`src/rtl/alu_word_sequencer.sv`:
```
// ---------------------------------------------------------------------------
// alu_word_sequencer
//
// Initiator for a single-word combinational ALU. One request describes a wide
// (p_words * p_data_width) operation. The sequencer feeds the ALU one word per
// cycle and chains carry/borrow or shifted-out bits between words. It then
// assembles the wide result and composite flags and returns them over a
// valid/ready response port.
//
// Ports
//   i_w_clk, i_w_rst_n         clock, synchronous active-low reset
//   i_w_req_*  / o_w_req_ready request: opcode, wide operands, carry-in
//   o_w_rsp_*  / i_w_rsp_ready response: wide result, flags {P,S,Z,O,C}
//   o_w_alu_*                  registered word-level drive into the ALU
//   i_w_alu_out, i_w_alu_flags ALU result for the word driven this cycle
// ---------------------------------------------------------------------------
module alu_word_sequencer #(
    parameter int p_data_width  = 16,
    parameter int p_flags_width = 5,
    parameter int p_words       = 2
) (
    input  logic                              i_w_clk,
    input  logic                              i_w_rst_n,
    input  logic                              i_w_req_valid,
    output logic                              o_w_req_ready,
    input  logic [3:0]                        i_w_req_opcode,
    input  logic [p_words*p_data_width-1:0]   i_w_req_op1,
    input  logic [p_words*p_data_width-1:0]   i_w_req_op2,
    input  logic                              i_w_req_carry,
    output logic                              o_w_rsp_valid,
    input  logic                              i_w_rsp_ready,
    output logic [p_words*p_data_width-1:0]   o_w_rsp_result,
    output logic [p_flags_width-1:0]          o_w_rsp_flags,
    output logic [p_data_width-1:0]           o_w_alu_op1,
    output logic [p_data_width-1:0]           o_w_alu_op2,
    output logic [3:0]                        o_w_alu_opcode,
    output logic                              o_w_alu_carry,
    output logic                              o_w_alu_oe,
    input  logic [p_data_width-1:0]           i_w_alu_out,
    input  logic [p_flags_width-1:0]          i_w_alu_flags
);

    localparam int WW = p_words * p_data_width;
    localparam int SW = (p_words > 1) ? $clog2(p_words) : 1;
    localparam logic [SW-1:0] LAST_STEP = SW'(p_words - 1);

    localparam logic [3:0] OP_SHL = 4'd7;
    localparam logic [3:0] OP_SHR = 4'd8;
    localparam logic [3:0] OP_SAR = 4'd9;

    localparam int FLAG_C = 0;
    localparam int FLAG_O = 1;

    typedef enum logic [1:0] {
        ST_IDLE,
        ST_RUN,
        ST_DONE
    } state_t;

    state_t            state;
    logic [WW-1:0]     op1_q;
    logic [WW-1:0]     op2_q;
    logic [3:0]        opcode_q;
    logic [SW-1:0]     step_q;
    logic              prev_c_q;
    logic              flag_c_q;
    logic              flag_o_q;
    logic [WW-1:0]     result_q;

    logic [3:0]            src_op;
    logic [WW-1:0]         src_op1;
    logic [WW-1:0]         src_op2;
    logic [SW-1:0]         nxt_step;
    logic [SW-1:0]         nxt_idx;
    logic                  nxt_carry_in;
    logic [p_data_width-1:0] nxt_alu_op1;
    logic [p_data_width-1:0] nxt_alu_op2;
    logic [3:0]            nxt_alu_opcode;
    logic                  nxt_alu_carry;
    logic [SW-1:0]         cur_idx;
    logic [p_data_width-1:0] cap_word;
    logic [p_flags_width-1:0] comp_flags;

    // P, S and Z of individual words do not contribute to the wide flags.
    logic unused_alu_flags;
    assign unused_alu_flags = ^i_w_alu_flags[p_flags_width-1:2];

    // Right shifts walk from the most significant word down so the bit
    // shifted out of a word can be injected into the msb of the next one.
    function automatic logic is_shift_right(input logic [3:0] op);
        return (op == OP_SHR) || (op == OP_SAR);
    endfunction

    function automatic logic is_shift(input logic [3:0] op);
        return (op == OP_SHL) || (op == OP_SHR) || (op == OP_SAR);
    endfunction

    function automatic logic is_arith(input logic [3:0] op);
        return op <= 4'd2;
    endfunction

    function automatic logic [SW-1:0] word_idx(input logic [3:0] op,
                                               input logic [SW-1:0] step);
        return is_shift_right(op) ? (LAST_STEP - step) : step;
    endfunction

    // The ALU drive for the next step is prepared one cycle ahead. From IDLE it
    // comes straight from the request; in RUN it comes from the stored operands,
    // and the carry chains from the ALU carry-out of the word now being processed.
    always_comb begin
        src_op       = (state == ST_IDLE) ? i_w_req_opcode : opcode_q;
        src_op1      = (state == ST_IDLE) ? i_w_req_op1    : op1_q;
        src_op2      = (state == ST_IDLE) ? i_w_req_op2    : op2_q;
        nxt_step     = (state == ST_IDLE) ? '0 : step_q + 1'b1;
        nxt_carry_in = (state == ST_IDLE) ? i_w_req_carry : i_w_alu_flags[FLAG_C];
        nxt_idx      = word_idx(src_op, nxt_step);
        nxt_alu_op1  = src_op1[nxt_idx*p_data_width +: p_data_width];
        nxt_alu_op2  = is_shift(src_op) ? '0 : src_op2[nxt_idx*p_data_width +: p_data_width];
        // Only the most significant word shifts arithmetically; lower words
        // take the sign-independent shift plus the injected bit.
        nxt_alu_opcode = (src_op == OP_SAR && nxt_idx != LAST_STEP) ? OP_SHR : src_op;
        nxt_alu_carry  = is_arith(src_op) ? nxt_carry_in : 1'b0;
    end

    // Capture path: patch the ALU word with the bit that crossed the word
    // boundary from the previous step. prev_c_q is cleared on accept, so the
    // first word of SHL receives a zero.
    always_comb begin
        cur_idx  = word_idx(opcode_q, step_q);
        cap_word = i_w_alu_out;
        if (opcode_q == OP_SHL) begin
            cap_word[0] = prev_c_q;
        end else if (is_shift_right(opcode_q) && cur_idx != LAST_STEP) begin
            cap_word[p_data_width-1] = prev_c_q;
        end
        comp_flags = {~^result_q[p_data_width-1:0],
                      result_q[WW-1],
                      (result_q == '0),
                      flag_o_q,
                      flag_c_q};
    end

    // Single FSM. All interface outputs are registered here. DONE spends one
    // cycle forming the composite flags before raising rsp_valid.
    always_ff @(posedge i_w_clk) begin
        if (!i_w_rst_n) begin
            state          <= ST_IDLE;
            op1_q          <= '0;
            op2_q          <= '0;
            opcode_q       <= '0;
            step_q         <= '0;
            prev_c_q       <= 1'b0;
            flag_c_q       <= 1'b0;
            flag_o_q       <= 1'b0;
            result_q       <= '0;
            o_w_req_ready  <= 1'b1;
            o_w_rsp_valid  <= 1'b0;
            o_w_rsp_result <= '0;
            o_w_rsp_flags  <= '0;
            o_w_alu_op1    <= '0;
            o_w_alu_op2    <= '0;
            o_w_alu_opcode <= '0;
            o_w_alu_carry  <= 1'b0;
            o_w_alu_oe     <= 1'b0;
        end else begin
            case (state)
                ST_IDLE: begin
                    if (i_w_req_valid && o_w_req_ready) begin
                        op1_q          <= i_w_req_op1;
                        op2_q          <= i_w_req_op2;
                        opcode_q       <= i_w_req_opcode;
                        step_q         <= '0;
                        prev_c_q       <= 1'b0;
                        o_w_alu_op1    <= nxt_alu_op1;
                        o_w_alu_op2    <= nxt_alu_op2;
                        o_w_alu_opcode <= nxt_alu_opcode;
                        o_w_alu_carry  <= nxt_alu_carry;
                        o_w_alu_oe     <= 1'b1;
                        o_w_req_ready  <= 1'b0;
                        state          <= ST_RUN;
                    end
                end
                ST_RUN: begin
                    result_q[cur_idx*p_data_width +: p_data_width] <= cap_word;
                    prev_c_q <= i_w_alu_flags[FLAG_C];
                    if (cur_idx == LAST_STEP) begin
                        flag_c_q <= i_w_alu_flags[FLAG_C];
                        flag_o_q <= i_w_alu_flags[FLAG_O];
                    end
                    // Right shifts report the bit that finally fell off word 0.
                    if (is_shift_right(opcode_q) && step_q == LAST_STEP) begin
                        flag_c_q <= i_w_alu_flags[FLAG_C];
                    end
                    if (step_q == LAST_STEP) begin
                        o_w_alu_op1    <= '0;
                        o_w_alu_op2    <= '0;
                        o_w_alu_opcode <= '0;
                        o_w_alu_carry  <= 1'b0;
                        o_w_alu_oe     <= 1'b0;
                        state          <= ST_DONE;
                    end else begin
                        step_q         <= nxt_step;
                        o_w_alu_op1    <= nxt_alu_op1;
                        o_w_alu_op2    <= nxt_alu_op2;
                        o_w_alu_opcode <= nxt_alu_opcode;
                        o_w_alu_carry  <= nxt_alu_carry;
                    end
                end
                ST_DONE: begin
                    if (!o_w_rsp_valid) begin
                        o_w_rsp_valid  <= 1'b1;
                        o_w_rsp_result <= result_q;
                        o_w_rsp_flags  <= comp_flags;
                    end else if (i_w_rsp_ready) begin
                        o_w_rsp_valid <= 1'b0;
                        o_w_req_ready <= 1'b1;
                        state         <= ST_IDLE;
                    end
                end
                default: begin
                    state <= ST_IDLE;
                end
            endcase
        end
    end

endmodule

```
`config.mk`:
```
export PLATFORM = sky130hd
export DESIGN_NAME = alu_word_sequencer
export DESIGN_NICKNAME = d
export VERILOG_FILES = /design/src/rtl/alu_word_sequencer.sv
export SDC_FILE = /design/constraint.sdc
export NUM_CORES = 1
export LEC_CHECK = 0
export ABC_AREA = 1
export BUFFER_PORTS_ARGS = -buffer_cell sky130_fd_sc_hd__buf_2
export CAP_MARGIN = 20
export CELL_PAD_IN_SITES_DETAIL_PLACEMENT = 0
export CELL_PAD_IN_SITES_GLOBAL_PLACEMENT = 1
export CORE_MARGIN = 2
export CORE_UTILIZATION = 35
export CTS_CLUSTER_DIAMETER = 100
export DETAILED_ROUTE_END_ITERATION = 8
export PLACE_DENSITY = 0.74
export SKIP_LAST_GASP = 1
export SYNTH_ARGS = -nofsm -noshare
export SYNTH_HDL_FRONTEND = slang
export SYNTH_SLANG_ARGS = --single-unit
```
`constraint.sdc`:
```
create_clock -name i_w_clk -period 1.8 [get_ports i_w_clk]
set_input_delay 0.18 -clock i_w_clk [delete_from_list [all_inputs] [get_ports i_w_clk]]
set_output_delay 0.18 -clock i_w_clk [all_outputs]
set_load 0.02 [all_outputs]
```
==> results by stage, run 1 <==
Timing:
- Setup repair after global routing left no endpoint under its margin.
- The worst clock skew on the final layout is 0.0116 ns.
- The number of pins with negative max-slew slack in the final report was 0.
- The part of the cycle the worst path needs is 91.9%.
- The timing-limited maximum frequency is 604 MHz.
- The worst hold slack is 0.0151 ns.
- The actual transition at the worst max-transition pin is 0.678 ns.
- The final count of negative-setup-slack endpoints is 0.
- Headroom to the max-slew limit came out at 54.7%.
- The hold violation count in the final report is 0.
- The routed design could run at a clock period as short as 1.65 ns.

Synth:
- After synthesis the netlist holds a flip-flop and latch count of 182.
- The proportion of synthesized flip-flops having asynchronous set or reset is 0%.
- In this run the cell area of the synthesized design comes to 7890 µm².
- The number of nets handed over by synthesis was 1168.
- The portion of synthesized cell area occupied by the leading cell type is 46.2%.
- The library cell occupying the most area in the post-synthesis netlist is sky130_fd_sc_hd__dfxtp_1.
- For this run, the number of Yosys warnings is 0.
- The most instantiated library cell after synthesis is sky130_fd_sc_hd__nand2_1.
- The average instance in the mapped netlist occupies 7.42 µm².
- For this run, the leading register cell type out of synthesis is sky130_fd_sc_hd__dfxtp_1.
- Summing the sequential cell areas from Yosys gives 46.2% of the chip area.
- By area the synthesized netlist is led by sky130_fd_sc_hd__dfxtp_1, sky130_fd_sc_hd__nand2_1, sky130_fd_sc_hd__a21oi_1, sky130_fd_sc_hd__o21ai_0, sky130_fd_sc_hd__nor2_1.
- Counting flops with a built-in enable in the synthesized netlist gives 0.
- The post-synthesis cell type count is 35.
- Synthesis produced a netlist whose cell count is 1064.
- Ranked by instance count, the synthesized netlist is headed by sky130_fd_sc_hd__nand2_1, sky130_fd_sc_hd__dfxtp_1, sky130_fd_sc_hd__a21oi_1, sky130_fd_sc_hd__o21ai_0, sky130_fd_sc_hd__nor2_1.

GRT:
- Entering global routing, the biggest net connects 110 pins.
- Across every metal layer, demand over resource in global routing totals 19.7%.
- Summed over all layers, the global routing overflow is 0.
- The number of antenna violations at the first check in global routing is 1.
- The first global-routing pass estimated 37.2 mm of wire.
- The number of global-route vias before repair came to 6992.

Drt:
- In the final routed layout, each cell accounts on average for 15.1 µm.
- The number of antenna-violating nets in the routed design is 0.
- The final route contains 7449 vias.
- Summed over all layers, the routed wires come to 23.2 mm.
- For this run, design rule violations remaining after detail routing come to 0.
- The detailed router's first-iteration violation count is 467.
- The detailed-router iteration count before antenna repair is 4.
- The number of vias per cell is 4.85.

Power:
- The switching component of the power is 0.00371 W.
- The internal power of the cells totals 0.00787 W.
- The clock power share is 33.9%.
- In this run switching power makes up 32.0% of total power.
- The part of the total power dissipated in sequential elements is 40.3%.
- Dividing total power by cell area gives a power density of 1140 nW/µm².
- The maximum ir drop on the vdd rail is 0.000607 V.
- In this run the static leakage power is 4.70 nW.
- The part of the total power dissipated in combinational logic is 25.8%.

Clock network:
- The clock tree root driver cell is sky130_fd_sc_hd__clkbuf_16.
- The clock drives 182 sinks.
- In this run the number of H-tree levels came out at 4.
- The insertion delay to the later sink of the worst-skew pair is 0.43 ns.
- The clock-pin slew reported for the worst setup and hold paths after clock tree synthesis is 0.07 ns.
- The number of buffers inserted during clock tree synthesis is 17.
- No sink is reached through more buffers than the 2 on the longest clock path.
- TritonCTS built the clock tree.

Layout:
- The final non-filler cell total is 1537.
- Summing all non-filler instances in the final layout gives an area of 10100 µm².
- The fraction of final layout cells sized beyond drive strength 1 is 22.9%.
- At the end of the flow, the number of nets in the layout was 1348.
- The area growth from synthesis to layout is 28.6%.
- Once layout is complete, the utilization of the core stands at 46.2%.

Die:
- The floorplan die area is 23800 µm².
- The top-level port count is 171.
- The initialized floorplan defines 54 standard-cell rows.
- The width of the die is 154 µm.
- After floorplanning, the core was sized to cover 22000 µm².
- The vertical die dimension is 154 µm.
- Once the floorplan was initialized, standard cells occupied 35.9% of the core.

Worst setup path:
- Data on the critical path is required at its endpoint by 2.12 ns.
- Along the worst path, the maximum fanout reaches 6.
- The worst setup path is captured at a flip-flop.
- The critical path in this run is classified as reg2reg.
- At the worst endpoint, the arrival time is 1.97 ns.
- The worst setup path is launched from a flip-flop.

Placed design:
- After detailed placement, the design holds a cell count of 1478.
- The sum of net half-perimeters after detailed placement is 15.7 mm.
- During placement, the flow inserted port buffers numbering 167.
- The post-detailed-placement cell area is 9220 µm².
- The congestion estimate from routability-driven global placement came to 0.781.

Run:
- The tool flagged a number of max-cap violations equal to 0.

Status:
- The run finished with clean final reports.

Worst hold path:
- The class of the tightest hold or removal check is in2reg.
## sequential cells by signal (all words and copies together) (netlist names)
signal          cells
prev_c_q            1
o_w_rsp_result     31
step_q              1
o_w_rsp_flags       5
o_w_alu_oe          1
o_w_alu_carry       1
result_q           32
op2_q              32
opcode_q            4
flag_c_q            1
o_w_alu_opcode      4
o_w_alu_op2        16
o_w_rsp_valid       1
o_w_alu_op1        16
state               2
flag_o_q            1
op1_q              32
o_w_req_ready       1
## placed cells by master, fill, tap and decap left out, types with 2 or more instances in the layout
cell type / netlist / layout
sky130_fd_sc_hd__a21oi_1: 148 / 148
sky130_fd_sc_hd__nor2_2: 1 / 2
sky130_fd_sc_hd__clkinv_4: 0 / 4
sky130_fd_sc_hd__o21ai_1: 1 / 3
sky130_fd_sc_hd__nor4_1: 4 / 4
sky130_fd_sc_hd__dfxtp_2: 0 / 3
sky130_fd_sc_hd__inv_6: 0 / 3
sky130_fd_sc_hd__xnor2_1: 6 / 6
sky130_fd_sc_hd__o221a_2: 2 / 2
sky130_fd_sc_hd__mux2i_1: 20 / 20
sky130_fd_sc_hd__nand4_1: 3 / 3
sky130_fd_sc_hd__nor2_1: 108 / 105
sky130_fd_sc_hd__inv_1: 64 / 63
sky130_fd_sc_hd__clkinvlp_4: 0 / 2
sky130_fd_sc_hd__bufinv_16: 0 / 3
sky130_fd_sc_hd__nand3_1: 69 / 69
sky130_fd_sc_hd__ha_1: 10 / 9
sky130_fd_sc_hd__buf_2: 15 / 167
sky130_fd_sc_hd__dlygate4sd3_1: 0 / 23
sky130_fd_sc_hd__nand2_2: 6 / 6
sky130_fd_sc_hd__a211oi_1: 3 / 3
sky130_fd_sc_hd__nor3_1: 3 / 2
sky130_fd_sc_hd__clkbuf_16: 0 / 17
sky130_fd_sc_hd__inv_2: 8 / 9
sky130_fd_sc_hd__nor2_4: 4 / 6
sky130_fd_sc_hd__o21ai_0: 127 / 125
sky130_fd_sc_hd__buf_4: 6 / 29
sky130_fd_sc_hd__or2_2: 3 / 3
sky130_fd_sc_hd__buf_6: 3 / 3
sky130_fd_sc_hd__nand2_4: 4 / 6
sky130_fd_sc_hd__buf_12: 0 / 13
sky130_fd_sc_hd__nand2_1: 206 / 204
sky130_fd_sc_hd__dfxtp_1: 182 / 179
## repair_timing
item                                   CTS  global route
endpoints found under the hold margin   23             0
hold buffers                            23             0
gates cloned                             0             0
setup buffers                            1             3
setup endpoints to repair               15            59
pin swaps                                1             3
resized for setup                        1            16
## cells by family after synthesis
group / after synthesis / share of synthesized area (%)
adders and majority gates: 10 / 1.59
xor gates and xnor gates: 7 / 0.777
DFF: 182 / 46.2
and+or+nand+nor: 415 / 22.8
muxes: 21 / 2.68
AOI/OAI and AO/OA: 283 / 18.3
buffers and inverters: 146 / 7.75
## per-stage QoR
stage,setup WS [ns],total power [W],setup TNS [ns]
finish,0.145,0.0116,0
global route,0.00788,0.0122,0
CTS,0.0428,0.0117,0
detailed placement,-0.00623,0.00768,-0.0116
global placement,0.0113,0.00765,0
floorplan,0.0716,0.00667,0
## worst paths after layout
kind	start	endpoint	slack, ns	cells past startpoint
hold reg to reg	op2_q[2]	op2_q[2]	0.45	2
setup reg to reg	opcode_q[3]	result_q[16]	0.15	10
hold / removal	i_w_req_op2[19]	op2_q[19]	0.02	3
setup / recovery	opcode_q[3]	result_q[16]	0.15	10
## layout make-up
cell class / count / area [µm²]
fill: 2259 / 11800
multi-input combinational: 736 / 3690
timing repair buffer: 235 / 1580
tap: 280 / 350
inverter: 72 / 270
clock inverter: 13 / 171
sequential: 182 / 3650
antenna: 1 / 2.50
clock buffer: 18 / 439
## routing by layer
| metal | wire length, µm | up-vias | GRT usage [%] | part of all wire (%) |
|---|---|---|---|---|
| li1 | - | 3859 | - | - |
| met5 | 0 | - | 0 | 0 |
| met2 | 11500 | 151 | 33.7 | 50 |
| met1 | 10400 | 3428 | 25.2 | 45 |
| met3 | 1090 | 11 | 4.23 | 4.7 |
| met4 | 188 | 0 | 4.81 | 0.81 |
## worst max-delay path, stage by stage, from the launching register on
cell and delay [ns]:
sky130_fd_sc_hd__dfxtp_2 0.32, sky130_fd_sc_hd__inv_1 0.06, sky130_fd_sc_hd__nor3_2 0.20, sky130_fd_sc_hd__inv_1 0.10, sky130_fd_sc_hd__ha_4 0.28, sky130_fd_sc_hd__inv_1 0.05
sky130_fd_sc_hd__nor2_4 0.15, sky130_fd_sc_hd__inv_2 0.06, sky130_fd_sc_hd__buf_4 0.14, sky130_fd_sc_hd__o21bai_1 0.13, sky130_fd_sc_hd__inv_1 0.04
## power by group through the flow
stage	logic, W	clock network (W)	registers [W]
2_1_floorplan	0.00174	0	0.00493
3_3_place_gp	0.00290	0	0.00475
3_5_place_dp	0.00292	0	0.00476
4_1_cts	0.00298	0.00403	0.00467
5_1_grt	0.00333	0.00419	0.00472
6_report	0.00298	0.00393	0.00467
No activity file was read; power rests on OpenSTA's default activity.
==> run 2, diff against run 1 <==
Settings changed: PLACE_DENSITY 0.74 to 0.77.
==> results by stage, run 2 (synthesis results as in run 1) <==
Status:
- The run finished with clean final reports.

Worst setup path:
- The register-to-register setup slack is 0.09 ns.
- At the worst endpoint, the arrival time is 2.03 ns.
- The startpoint of the lowest-slack register-to-register path is opcode_q[3].
- The worst setup path is of the reg2reg kind.
- The kind of capture point of the worst setup path is a flip-flop.
- In this run the critical register-to-register path is captured at result_q[18].
- The critical-path maximum fanout is 8.
- The number of cells traversed by the worst register-to-register path is 10.
- STA puts the critical path data required time at 2.12 ns.
- The worst setup path is launched from a flip-flop.

Timing:
- Between clock sinks in the finished design, the worst skew comes to 0.0109 ns.
- Setup repair after global routing could not meet its margin everywhere.
- The part of the cycle the worst path needs is 94.9%.
- The final count of negative-setup-slack endpoints is 0.
- In this run the tightest slew margin relative to its limit is 69.8%.
- The routed design could run at a clock period as short as 1.71 ns.
- The number of pins with negative max-slew slack in the final report was 0.
- The actual transition at the worst max-transition pin is 0.452 ns.
- Static timing analysis puts the maximum clock frequency at 586 MHz.
- The hold violation count in the final report is 0.
- The worst hold slack is 0.0122 ns.

Layout:
- The filler cells instantiated in the layout total 2282.
- The finished cells cover 10100 µm².
- The fraction of final layout cells sized beyond drive strength 1 is 23.4%.
- In the layout the commonest cells are sky130_fd_sc_hd__nand2_1, sky130_fd_sc_hd__dfxtp_1, sky130_fd_sc_hd__buf_2, sky130_fd_sc_hd__a21oi_1, sky130_fd_sc_hd__o21ai_0.
- The area growth from synthesis to layout is 27.8%.
- Once layout is complete, the cells apart from fillers number 1538.
- For this run, the share of the core covered by cells in the final layout is 45.9%.
- Leaving out fill and tap cells, the most frequent cell in the layout is sky130_fd_sc_hd__nand2_1.
- The largest registers in the layout are op1_q: 32 flops, op2_q: 32 flops, result_q: 32 flops.
- The number of nets in the finished design is 1347.

Die:
- The die is 154 µm tall.
- The floorplan has 54 rows.
- The width of the die is 154 µm.
- 171 I/O pins were placed.
- The die covers 23800 µm².
- The core region is 22000 µm².
- The starting density of the core is 35.9%.

Power:
- The overall power consumption is 0.0113 W.
- The switching component of the power is 0.00377 W.
- The maximum ir drop on the vdd rail is 0.000557 V.
- Summed over all cells, the static leakage comes to 4.66 nW.
- The switching share of power is 33.2%.
- The share of total power dissipated in combinational logic is 26.4%.
- The clock power share is 32.5%.
- The areal power density over the cells is 1130 nW/µm².
- The cell-internal power is 0.00758 W.
- The part of the total power dissipated in sequential elements is 41.1%.

Clock network:
- In this run, CTS created clock tree buffers numbering 17.
- The longest clock path from root to sink contains 2 buffers.
- The insertion delay to the later sink of the worst-skew pair is 0.43 ns.
- CTS placed an instance of sky130_fd_sc_hd__clkbuf_16 at the clock tree root.
- Clock-pin slew was measured on the worst setup and hold paths at 0.07 ns.
- The clock tree from TritonCTS is built.
- In this run the number of H-tree levels came out at 4.
- The CTS sink count is 182.

Worst hold path:
- The worst hold path terminates at op2_q[22].
- The worst hold path was traced through 3 stages.
- The class of the tightest hold or removal check is in2reg.
- The launch instance of the worst min-delay path is i_w_req_op2[22].

GRT:
- The global routing usage summed across all routing layers is 19.5%.
- The pin count of the biggest net entering global routing is 51.
- The number of global-route vias before repair is 7057.
- Global routing finished with a remaining overflow of 0.
- The first global-routing pass estimated 36.9 mm of wire.
- The number of antenna violations at the first check in global routing is 3.

Drt:
- Dividing the detail-routed via count by the number of cells gives 4.87.
- The number of antenna-violating nets in the routed design is 0.
- Before antenna repair, the detailed router went through 4 iterations.
- The final wirelength is 23.1 mm.
- The per-cell routed wire length is 15.0 µm.
- After detailed routing, the number of remaining DRC violations is 0.
- Summing over every cut layer, the via total after detailed routing is 7495.
- The detailed router finished its first iteration with 470 violations.

Placed design:
- The number of port buffers is 167.
- Summing all placed instances gives a cell area of 9170 µm².
- Detailed placement finished with a half-perimeter wire length of 15.8 mm.
- The number of instances in the placed design is 1478.
- At the end of routability-driven placement, the weighted congestion stood at 0.807.

Run:
- Max-cap violations in this run came to 0.
[run 2: worst max-delay path by stage]
stage,depth (start not counted),slack (ns),to,start
after global placement,9,0.01,result_q[16],opcode_q[3]
after global routing,10,-0.04,result_q[17],opcode_q[3]
after CTS,9,0.02,o_w_alu_op2[4],state[1]
after floorplan,10,0.07,result_q[22],opcode_q[3]
final,10,0.09,result_q[18],opcode_q[3]
after detailed placement,9,-0.01,result_q[16],opcode_q[3]
[run 2: routing by layer]
| layer | share of wire [%] | track usage, % | routed length, µm | vias up |
|---|---|---|---|---|
| met1 | 46 | 24.7 | 10500 | 3451 |
| met3 | 5.7 | 5.33 | 1320 | 22 |
| met4 | 1.5 | 5.61 | 340 | 2 |
| met5 | 0.056 | 0 | 13 | - |
| li1 | - | - | - | 3854 |
| met2 | 47 | 32.6 | 10900 | 166 |
[run 2: power groups by stage]
stage / combinational, W / clock [W] / sequential [W]
after floorplan: 0.00174 / 0 / 0.00493
after global placement: 0.00289 / 0 / 0.00474
after detailed placement: 0.00291 / 0 / 0.00475
after CTS: 0.00297 / 0.00379 / 0.00466
after global routing: 0.00333 / 0.00395 / 0.00472
final: 0.00299 / 0.00369 / 0.00467
[run 2: final cells by class]
cell class | count | area [µm²] | share of cell area (%)
multi-input combinational | 736 | 3710 | 36.8
sequential | 182 | 3650 | 36.2
tap | 280 | 350 | 3.47
timing repair buffer | 234 | 1530 | 15.2
clock buffer | 18 | 429 | 4.26
antenna | 2 | 5.00 | 0.0496
clock inverter | 14 | 143 | 1.41
inverter | 72 | 274 | 2.72
[run 2: stage by stage]
stage	TNS (ns)	worst slack [ns]
6_report	0	0.0923
4_1_cts	0	0.0172
3_5_place_dp	-0.00989	-0.00989
2_1_floorplan	0	0.0716
3_3_place_gp	0	0.0134
5_1_grt	-0.310	-0.0402
[run 2: repair_timing]
| action | 4_1_cts | 5_1_grt |
|---|---|---|
| gates resized for setup | 2 | 24 |
| setup buffers | 2 | 1 |
| hold endpoints to repair | 23 | 0 |
| pin swaps | 0 | 4 |
| setup endpoints to repair | 12 | 52 |
| hold buffers | 23 | 0 |
[run 2: critical path: stages, from the launching register on]
cell	delay, ns
sky130_fd_sc_hd__dfxtp_2	0.33
sky130_fd_sc_hd__inv_1	0.05
sky130_fd_sc_hd__nor3_2	0.18
sky130_fd_sc_hd__inv_1	0.11
sky130_fd_sc_hd__ha_4	0.28
sky130_fd_sc_hd__inv_1	0.06
sky130_fd_sc_hd__nor2_4	0.15
sky130_fd_sc_hd__clkinvlp_4	0.14
sky130_fd_sc_hd__buf_6	0.16
sky130_fd_sc_hd__nor2_1	0.10
sky130_fd_sc_hd__nor2_1	0.05
